File: config.mk
export PLATFORM = sky130hd
export DESIGN_NAME = program_counter_unit
export DESIGN_NICKNAME = d
export VERILOG_FILES = /design/src/rtl/cpu_pkg.sv /design/src/rtl/program_counter_unit_quantum_timer.sv /design/src/rtl/program_counter_unit.sv
export SDC_FILE = /design/constraint.sdc
export NUM_CORES = 1
export LEC_CHECK = 0
export CORE_MARGIN = 8
export CORE_UTILIZATION = 56
export CTS_CLUSTER_DIAMETER = 40
export CTS_CLUSTER_SIZE = 40
export DETAILED_ROUTE_END_ITERATION = 8
export PLACE_DENSITY = 0.81
export SLEW_MARGIN = 0
export SYNTH_ARGS = -nofsm -noshare
export SYNTH_HDL_FRONTEND = slang
export SYNTH_HIERARCHICAL = 1
export SYNTH_SLANG_ARGS = --single-unit
File: constraint.sdc
create_clock -name clock -period 5.7 [get_ports clock]
set_input_delay 1.425 -clock clock [delete_from_list [all_inputs] [get_ports clock]]
set_output_delay 1.425 -clock clock [all_outputs]
set_load 0.03 [all_outputs]
File: src/rtl/cpu_pkg.sv
// Shared CPU encodings: program-counter operations, config-write selectors
// and quantum timer states.
package cpu_pkg;

  localparam int QUANTUM_W  = 16;
  localparam int CS_COUNT_W = 8;

  typedef enum logic [2:0] {
    PC_HOLD  = 3'd0,
    PC_INC   = 3'd1,
    PC_JUMP  = 3'd2,
    PC_DELAY = 3'd3
  } pcOp_t;

  typedef enum logic [1:0] {
    SETV_NONE      = 2'd0,
    SETV_QUANTUM   = 2'd1,
    SETV_MULTIPROG = 2'd2,
    SETV_ADDR_CS   = 2'd3
  } setVal_t;

  typedef enum logic [1:0] {
    Q_IDLE   = 2'd0,
    Q_RUN    = 2'd1,
    Q_SWITCH = 2'd2
  } qState_t;

  function automatic logic [CS_COUNT_W-1:0] satInc(input logic [CS_COUNT_W-1:0] v);
    return (v == {CS_COUNT_W{1'b1}}) ? v : v + 1'b1;
  endfunction

endpackage

File: src/rtl/program_counter_unit_quantum_timer.sv
// Multiprogramming quantum timer: counts committed instructions of a user
// process and raises a one-cycle registered flagCS when its quantum expires.
module quantum_timer
  import cpu_pkg::*;
(
  input  logic                 clock,
  input  logic                 reset,
  input  logic                 freeze,
  input  logic                 commit,
  input  logic                 execProc,
  input  logic                 halt,
  input  logic                 multiprog,
  input  logic [QUANTUM_W-1:0] quantum,
  output logic                 flagCS
);

  qState_t              state, stateNext;
  logic [QUANTUM_W-1:0] qcnt, qcntNext;
  logic                 flagCSNext;

  always_ff @(posedge clock or negedge reset) begin
    if (!reset) begin
      state  <= Q_IDLE;
      qcnt   <= '0;
      flagCS <= 1'b0;
    end else begin
      state  <= stateNext;
      qcnt   <= qcntNext;
      flagCS <= flagCSNext;
    end
  end

  always_comb begin
    // NOTE: every output gets a default first so no path can infer a latch.
    stateNext  = state;
    qcntNext   = qcnt;
    flagCSNext = 1'b0;
    if (!freeze) begin
      case (state)
        Q_IDLE: begin
          if (execProc && multiprog && (quantum != '0)) begin
            stateNext = Q_RUN;
            qcntNext  = quantum;
          end
        end
        Q_RUN: begin
          if (halt) begin
            stateNext = Q_IDLE;
          end else if (commit) begin
            qcntNext = qcnt - 1'b1;
            if (qcnt == QUANTUM_W'(1)) begin
              stateNext  = Q_SWITCH;
              flagCSNext = 1'b1;
            end
          end
        end
        Q_SWITCH: begin
          // A switch swallowed by an interruption is re-requested afterwards.
          if (flagCS) stateNext = Q_IDLE;
          else        flagCSNext = 1'b1;
        end
        default: stateNext = Q_IDLE;
      endcase
    end
  end

endmodule

File: src/rtl/program_counter_unit.sv
// Program counter with jump/delay handling, config registers and quantum
// preemption. Define PC_CS_STATS_EN to add the csCount context-switch counter.
module program_counter_unit
  import cpu_pkg::*;
#(
  parameter int ADDR_W       = 10,
  parameter int DATA_W       = 32,
  parameter int DELAY_CYCLES = 1000
) (
  input  logic              clock,
  input  logic              reset,
  input  logic              interruption,
  input  logic [2:0]        flagPC,
  input  logic              flagJR,
  input  logic [ADDR_W-1:0] immAddr,
  input  logic [ADDR_W-1:0] regAddr,
  input  logic [1:0]        flagSetValue,
  input  logic [DATA_W-1:0] setData,
  input  logic              flagExecProc,
  input  logic              flagHALT,
  output logic [ADDR_W-1:0] pc,
  output logic              flagCS,
  output logic [ADDR_W-1:0] pcProcess
`ifdef PC_CS_STATS_EN
  ,
  output logic [CS_COUNT_W-1:0] csCount
`endif
);

  localparam int DELAY_W = $clog2(DELAY_CYCLES + 1);
  localparam logic [DELAY_W-1:0] DELAY_LOAD = DELAY_W'(DELAY_CYCLES);

  logic [ADDR_W-1:0]    pcNext, pcProcessNext, csAddr;
  logic [DELAY_W-1:0]   delayCnt, delayNext;
  logic [QUANTUM_W-1:0] quantum;
  logic                 multiprog;
  logic                 commit;
  logic                 unusedSetData;

  assign unusedSetData = ^setData;

  always_comb begin
    pcNext        = pc;
    pcProcessNext = pcProcess;
    delayNext     = '0;
    commit        = 1'b0;
    if (interruption) begin
      delayNext = delayCnt;
    end else if (flagCS) begin
      pcProcessNext = pc;
      pcNext        = csAddr;
    end else begin
      case (flagPC)
        PC_INC: begin
          pcNext = pc + 1'b1;
          commit = 1'b1;
        end
        PC_JUMP: begin
          pcNext = flagJR ? regAddr : immAddr;
          commit = 1'b1;
        end
        PC_DELAY: begin
          // Load on entry, advance on the edge that takes the counter 1->0:
          // DELAY_CYCLES+1 edges in DELAY before pc moves on.
          if (delayCnt == '0) begin
            delayNext = DELAY_LOAD;
          end else if (delayCnt == DELAY_W'(1)) begin
            pcNext = pc + 1'b1;
            commit = 1'b1;
          end else begin
            delayNext = delayCnt - 1'b1;
          end
        end
        default: ;
      endcase
    end
  end

  always_ff @(posedge clock or negedge reset) begin
    if (!reset) begin
      pc        <= '0;
      pcProcess <= '0;
      delayCnt  <= '0;
      quantum   <= '0;
      multiprog <= 1'b0;
      csAddr    <= '0;
    end else begin
      // NOTE: state registers use non-blocking assignment so every flop
      // samples the pre-edge values of its neighbours.
      pc        <= pcNext;
      pcProcess <= pcProcessNext;
      delayCnt  <= delayNext;
      if (!interruption) begin
        case (flagSetValue)
          SETV_QUANTUM:   quantum   <= setData[QUANTUM_W-1:0];
          SETV_MULTIPROG: multiprog <= setData[0];
          SETV_ADDR_CS:   csAddr    <= setData[ADDR_W-1:0];
          default: ;
        endcase
      end
    end
  end

  quantum_timer uTimer (
    .clock     (clock),
    .reset     (reset),
    .freeze    (interruption),
    .commit    (commit),
    .execProc  (flagExecProc),
    .halt      (flagHALT),
    .multiprog (multiprog),
    .quantum   (quantum),
    .flagCS    (flagCS)
  );

`ifdef PC_CS_STATS_EN
  always_ff @(posedge clock or negedge reset) begin
    if (!reset)                       csCount <= '0;
    else if (flagCS && !interruption) csCount <= satInc(csCount);
  end
`endif

endmodule

==> run summary <==
- instance area at placement: 5050 sq um
- final global-route overflow total: 0
- Synth Register Bits: 76
- number of violations of the max-capacitance limit: 0
- die outline area: 10800 sq um
- Pre-Repair DR Iteration Count: 5
- total standard cell area after synthesis: 4330 sq um
- setup repair after global routing missed its margin: false
- initial core utilization: 0.570
- detailed router's first-iteration violation count: 323
- Chip Width: 104 um
- Hold Violations, Final: 0
- setup-violating endpoint count in the final report: 0
- Max H-tree Level: 3
- number of antenna violations at the first check in global routing: 0
- Fin Clk Skew: 0.00848 ns
- Max Transition Viols Final: 0
- worst min-delay path category: flip-flop to flip-flop
- die height: 104 um
- worst voltage drop across the vdd grid: 0.000245 V
- number of buffers created by CTS: 9
- area overhead of the layout relative to synthesis: 22.0%
- master of the slowest instance on the critical path: sky130_fd_sc_hd__clkdlybuf4s50_1
- clock latency of the later-clocked register in the worst-skew pair: 0.36 ns
- CP cell instances: clkdlybuf4s50_1 -> nor4_1 -> nand3b_1 -> or4_4 -> a21oi_2 -> mux2_1
- share of the yosys chip area belonging to registers: 0.439
- estimated wirelength of the detail-placed design: 7650 um
- area of the core: 7610 sq um
- share of post-route cells with drive strength above 1: 0.160
- P_leak: 0.00213 uW
- TritonCTS clock tree: done
- number of port buffers: 67
- largest net degree at the start of global routing: 77
- Final TNS setup: 0 ns
- number of rows created at floorplan: 32
- status: finished, final reports clean
- post_cts resized: 0
- syn nets: 498
- # DRC: 0
- average cell area after synthesis: 10.2 sq um
- kind of launch point of the worst setup path: primary input
- clock tree buffer depth: 2
- measured slew at the worst slew-check pin: 1.12 ns
- via count of the first global-routing pass: 3755
- post-route core utilization: 0.695
- unique cell type count in the Yosys netlist: 69
- power density cells: 422 nW/um^2
- maximum achievable frequency: 269 MHz
- delay contributed by the slowest stage of the critical path: 0.79 ns
- endpoint required time on the critical path: 5.94 ns
- wire length of the first global-routing pass: 18300 um
- launch point of the worst reg-to-reg path: uTimer/state[1]
- number of buffers inserted by post-CTS setup repair: 0
- clock slew at the register clock pins of the worst setup and hold paths: 0.08 ns
- fin area: 5290 sq um
- detailed-route wire length per cell: 18.4 um
- category of the most critical setup path: primary input to flip-flop
- worst reg-to-reg path cell count: 8
- net count reported at finish: 556
- end point of the critical path: uTimer/state[0]
- number of instances in the synthesized netlist: 426
- Total Routing Usage GR: 0.202
- count of clock tree sinks: 76
- post-route ant nets: 0
- RR Endpoint: uTimer/qcnt[6]
- detailed-route via count: 3719
- Root Driver: sky130_fd_sc_hd__clkbuf_8
- CP endpoint kind: flip-flop
- setup slack of the most critical reg-to-reg path: 2.23 ns
- Worst Path Max Fanout: 22
- vias per cell: 6.29
- weighted congestion reported at the end of routability-driven placement: 0.866
- launching instance or port of the critical path: interruption
- data arrival at the endpoint of the critical path: 3.96 ns
- number of warnings reported in the yosys synthesis log: 6
- filler instances: 583
- post-cts hold buffer count: 0
- total wire length: 10800 um
- Slew headroom: 0.253
- Primary FF master, synth: sky130_fd_sc_hd__dfrtp_1
- number of synthesized flops with an enable pin: 0
- Ports: 84
- antenna cells: 0
- Period Utilization, post-route: 0.652
- share of synthesized flip-flops with an asynchronous set or reset: 1.00
- minimum period implied by the final worst setup slack: 3.72 ns
==> synthesized netlist by cell type, types with 2 or more instances <==
cell	n	share of area
sky130_fd_sc_hd__a32o_1	2	0.0046
sky130_fd_sc_hd__o32ai_1	2	0.0040
sky130_fd_sc_hd__o21ba_2	2	0.0046
sky130_fd_sc_hd__a211o_1	4	0.0081
sky130_fd_sc_hd__nand2_1	22	0.019
sky130_fd_sc_hd__a21oi_1	23	0.027
sky130_fd_sc_hd__and3_1	4	0.0058
sky130_fd_sc_hd__o41ai_1	3	0.0061
sky130_fd_sc_hd__a21o_1	2	0.0035
sky130_fd_sc_hd__clkbuf_1	19	0.016
sky130_fd_sc_hd__nor2_1	30	0.026
sky130_fd_sc_hd__dfrtp_1	76	0.44
sky130_fd_sc_hd__nor4_1	12	0.017
sky130_fd_sc_hd__a22o_1	3	0.0061
sky130_fd_sc_hd__o21ai_0	20	0.023
sky130_fd_sc_hd__nor3b_2	2	0.0058
sky130_fd_sc_hd__or3b_2	2	0.0040
sky130_fd_sc_hd__and4bb_2	2	0.0058
sky130_fd_sc_hd__o31ai_1	5	0.0087
sky130_fd_sc_hd__inv_1	9	0.0078
sky130_fd_sc_hd__nand3_1	15	0.017
sky130_fd_sc_hd__nor3_1	9	0.010
sky130_fd_sc_hd__nand2b_1	8	0.012
sky130_fd_sc_hd__xnor2_1	2	0.0040
sky130_fd_sc_hd__a211oi_1	3	0.0052
sky130_fd_sc_hd__nand4_1	4	0.0058
sky130_fd_sc_hd__nor2b_1	5	0.0072
sky130_fd_sc_hd__mux2_2	38	0.099
sky130_fd_sc_hd__o211ai_1	4	0.0069
sky130_fd_sc_hd__ha_1	9	0.026
sky130_fd_sc_hd__nor3b_1	3	0.0052
sky130_fd_sc_hd__or3_1	4	0.0058
sky130_fd_sc_hd__o311ai_1	3	0.0061
sky130_fd_sc_hd__o311ai_0	3	0.0061
sky130_fd_sc_hd__o22ai_1	2	0.0029
sky130_fd_sc_hd__mux2i_1	9	0.021
sky130_fd_sc_hd__nand3b_1	6	0.010
sky130_fd_sc_hd__or4_4	3	0.0078
sky130_fd_sc_hd__nor4b_1	2	0.0040
sky130_fd_sc_hd__mux2_4	3	0.010
sky130_fd_sc_hd__a31oi_1	12	0.017
sky130_fd_sc_hd__o22a_1	8	0.016
==> kinds of logic (layout without fill, tap and decap cells) <==
family                     after synthesis  after routing  synth area share
muxes                                   51             51             0.133
AOI/OAI and AO/OA                      113            113             0.180
xor gates and xnor gates                 3              3           0.00606
adders and majority gates                9              9            0.0260
and+or+nand+nor                        141            141             0.185
DFF                                     76             76             0.439
buffers and inverters                   33             96            0.0315
==> critical path: cells and delay by family <==
| family | cells | cell delay [ns] |
|---|---|---|
| and+or+nand+nor | 3 | 1.27 |
| buffers and inverters | 1 | 0.79 |
| muxes | 1 | 0.33 |
| AOI/OAI and AO/OA | 1 | 0.14 |
==> cell usage in the layout (no fill, tap or decap), types with 4 or more instances in the layout <==
cell	Yosys	final
sky130_fd_sc_hd__a31oi_1	12	12
sky130_fd_sc_hd__inv_1	9	9
sky130_fd_sc_hd__o31ai_1	5	5
sky130_fd_sc_hd__o211ai_1	4	4
sky130_fd_sc_hd__nand3_1	15	15
sky130_fd_sc_hd__nand3b_1	6	6
sky130_fd_sc_hd__mux2i_1	9	9
sky130_fd_sc_hd__buf_4	1	4
sky130_fd_sc_hd__nor2_1	30	30
sky130_fd_sc_hd__clkdlybuf4s50_1	0	66
sky130_fd_sc_hd__nand2b_1	8	8
sky130_fd_sc_hd__clkbuf_8	0	11
sky130_fd_sc_hd__nand2_1	22	22
sky130_fd_sc_hd__and3_1	4	4
sky130_fd_sc_hd__o21ai_0	20	20
sky130_fd_sc_hd__nand4_1	4	4
sky130_fd_sc_hd__nor2b_1	5	5
sky130_fd_sc_hd__dfrtp_1	76	76
sky130_fd_sc_hd__nor3_1	9	9
sky130_fd_sc_hd__a21oi_1	23	23
sky130_fd_sc_hd__o22a_1	8	8
sky130_fd_sc_hd__ha_1	9	9
sky130_fd_sc_hd__or3_1	4	4
sky130_fd_sc_hd__mux2_2	38	38
sky130_fd_sc_hd__nor4_1	12	12
sky130_fd_sc_hd__a211o_1	4	4
==> layer usage <==
metal	track usage	up-vias	wire, um
li1	-	1732	-
met1	0.255	1826	4690
met2	0.330	144	5370
met3	0.0397	17	606
met4	0.0838	0	183
met5	0	-	0
==> stage by stage <==
step | hold WS [ns] | worst slack [ns] | power (uW) | instances
floorplan | 0.470 | 2.46 | 1440 | 426
finish | 0.505 | 1.98 | 2230 | 591
CTS | 0.511 | 1.99 | 2240 | 591
global route | 0.521 | 1.89 | 2350 | 591
detailed placement | 0.493 | 1.60 | 1760 | 575
global placement | 0.481 | 1.61 | 1710 | 575
==> how the worst min path moves through the flow <==
stage	start	slack (ns)	to	cells after the start
3_3_place_gp	csAddr[9]	0.48	csAddr[9]	1
5_1_grt	pcProcess[7]	0.52	pcProcess[7]	1
4_1_cts	pcProcess[5]	0.51	pcProcess[5]	1
3_5_place_dp	pcProcess[7]	0.49	pcProcess[7]	1
6_report	multiprog	0.50	multiprog	1
2_1_floorplan	csAddr[5]	0.47	csAddr[5]	1
==> sequential cells by signal, indices dropped and copies added, names as in the netlist <==
| name | flops |
|---|---|
| csAddr | 10 |
| delayCnt | 10 |
| multiprog | 1 |
| pc | 10 |
| pcProcess | 10 |
| quantum | 16 |
| uTimer/flagCS | 1 |
| uTimer/qcnt | 16 |
| uTimer/state | 2 |
==> area by class of cell <==
type,instances,area (sq um),area share
clock buffers,11,151,0.0286
well taps,102,128,0.0241
repair buffers,70,691,0.131
flip-flops and latches,76,1900,0.360
clock inverters,5,83.8,0.0159
inverters,10,37.5,0.00710
multi-input cells,317,2300,0.434
==> power by group <==
group	total, uW	internal [uW]	switching (uW)
clock network	479	271	208
logic	878	401	476
registers	875	694	181
total	2230	1370	865
Power figures use the tool's default switching activity.
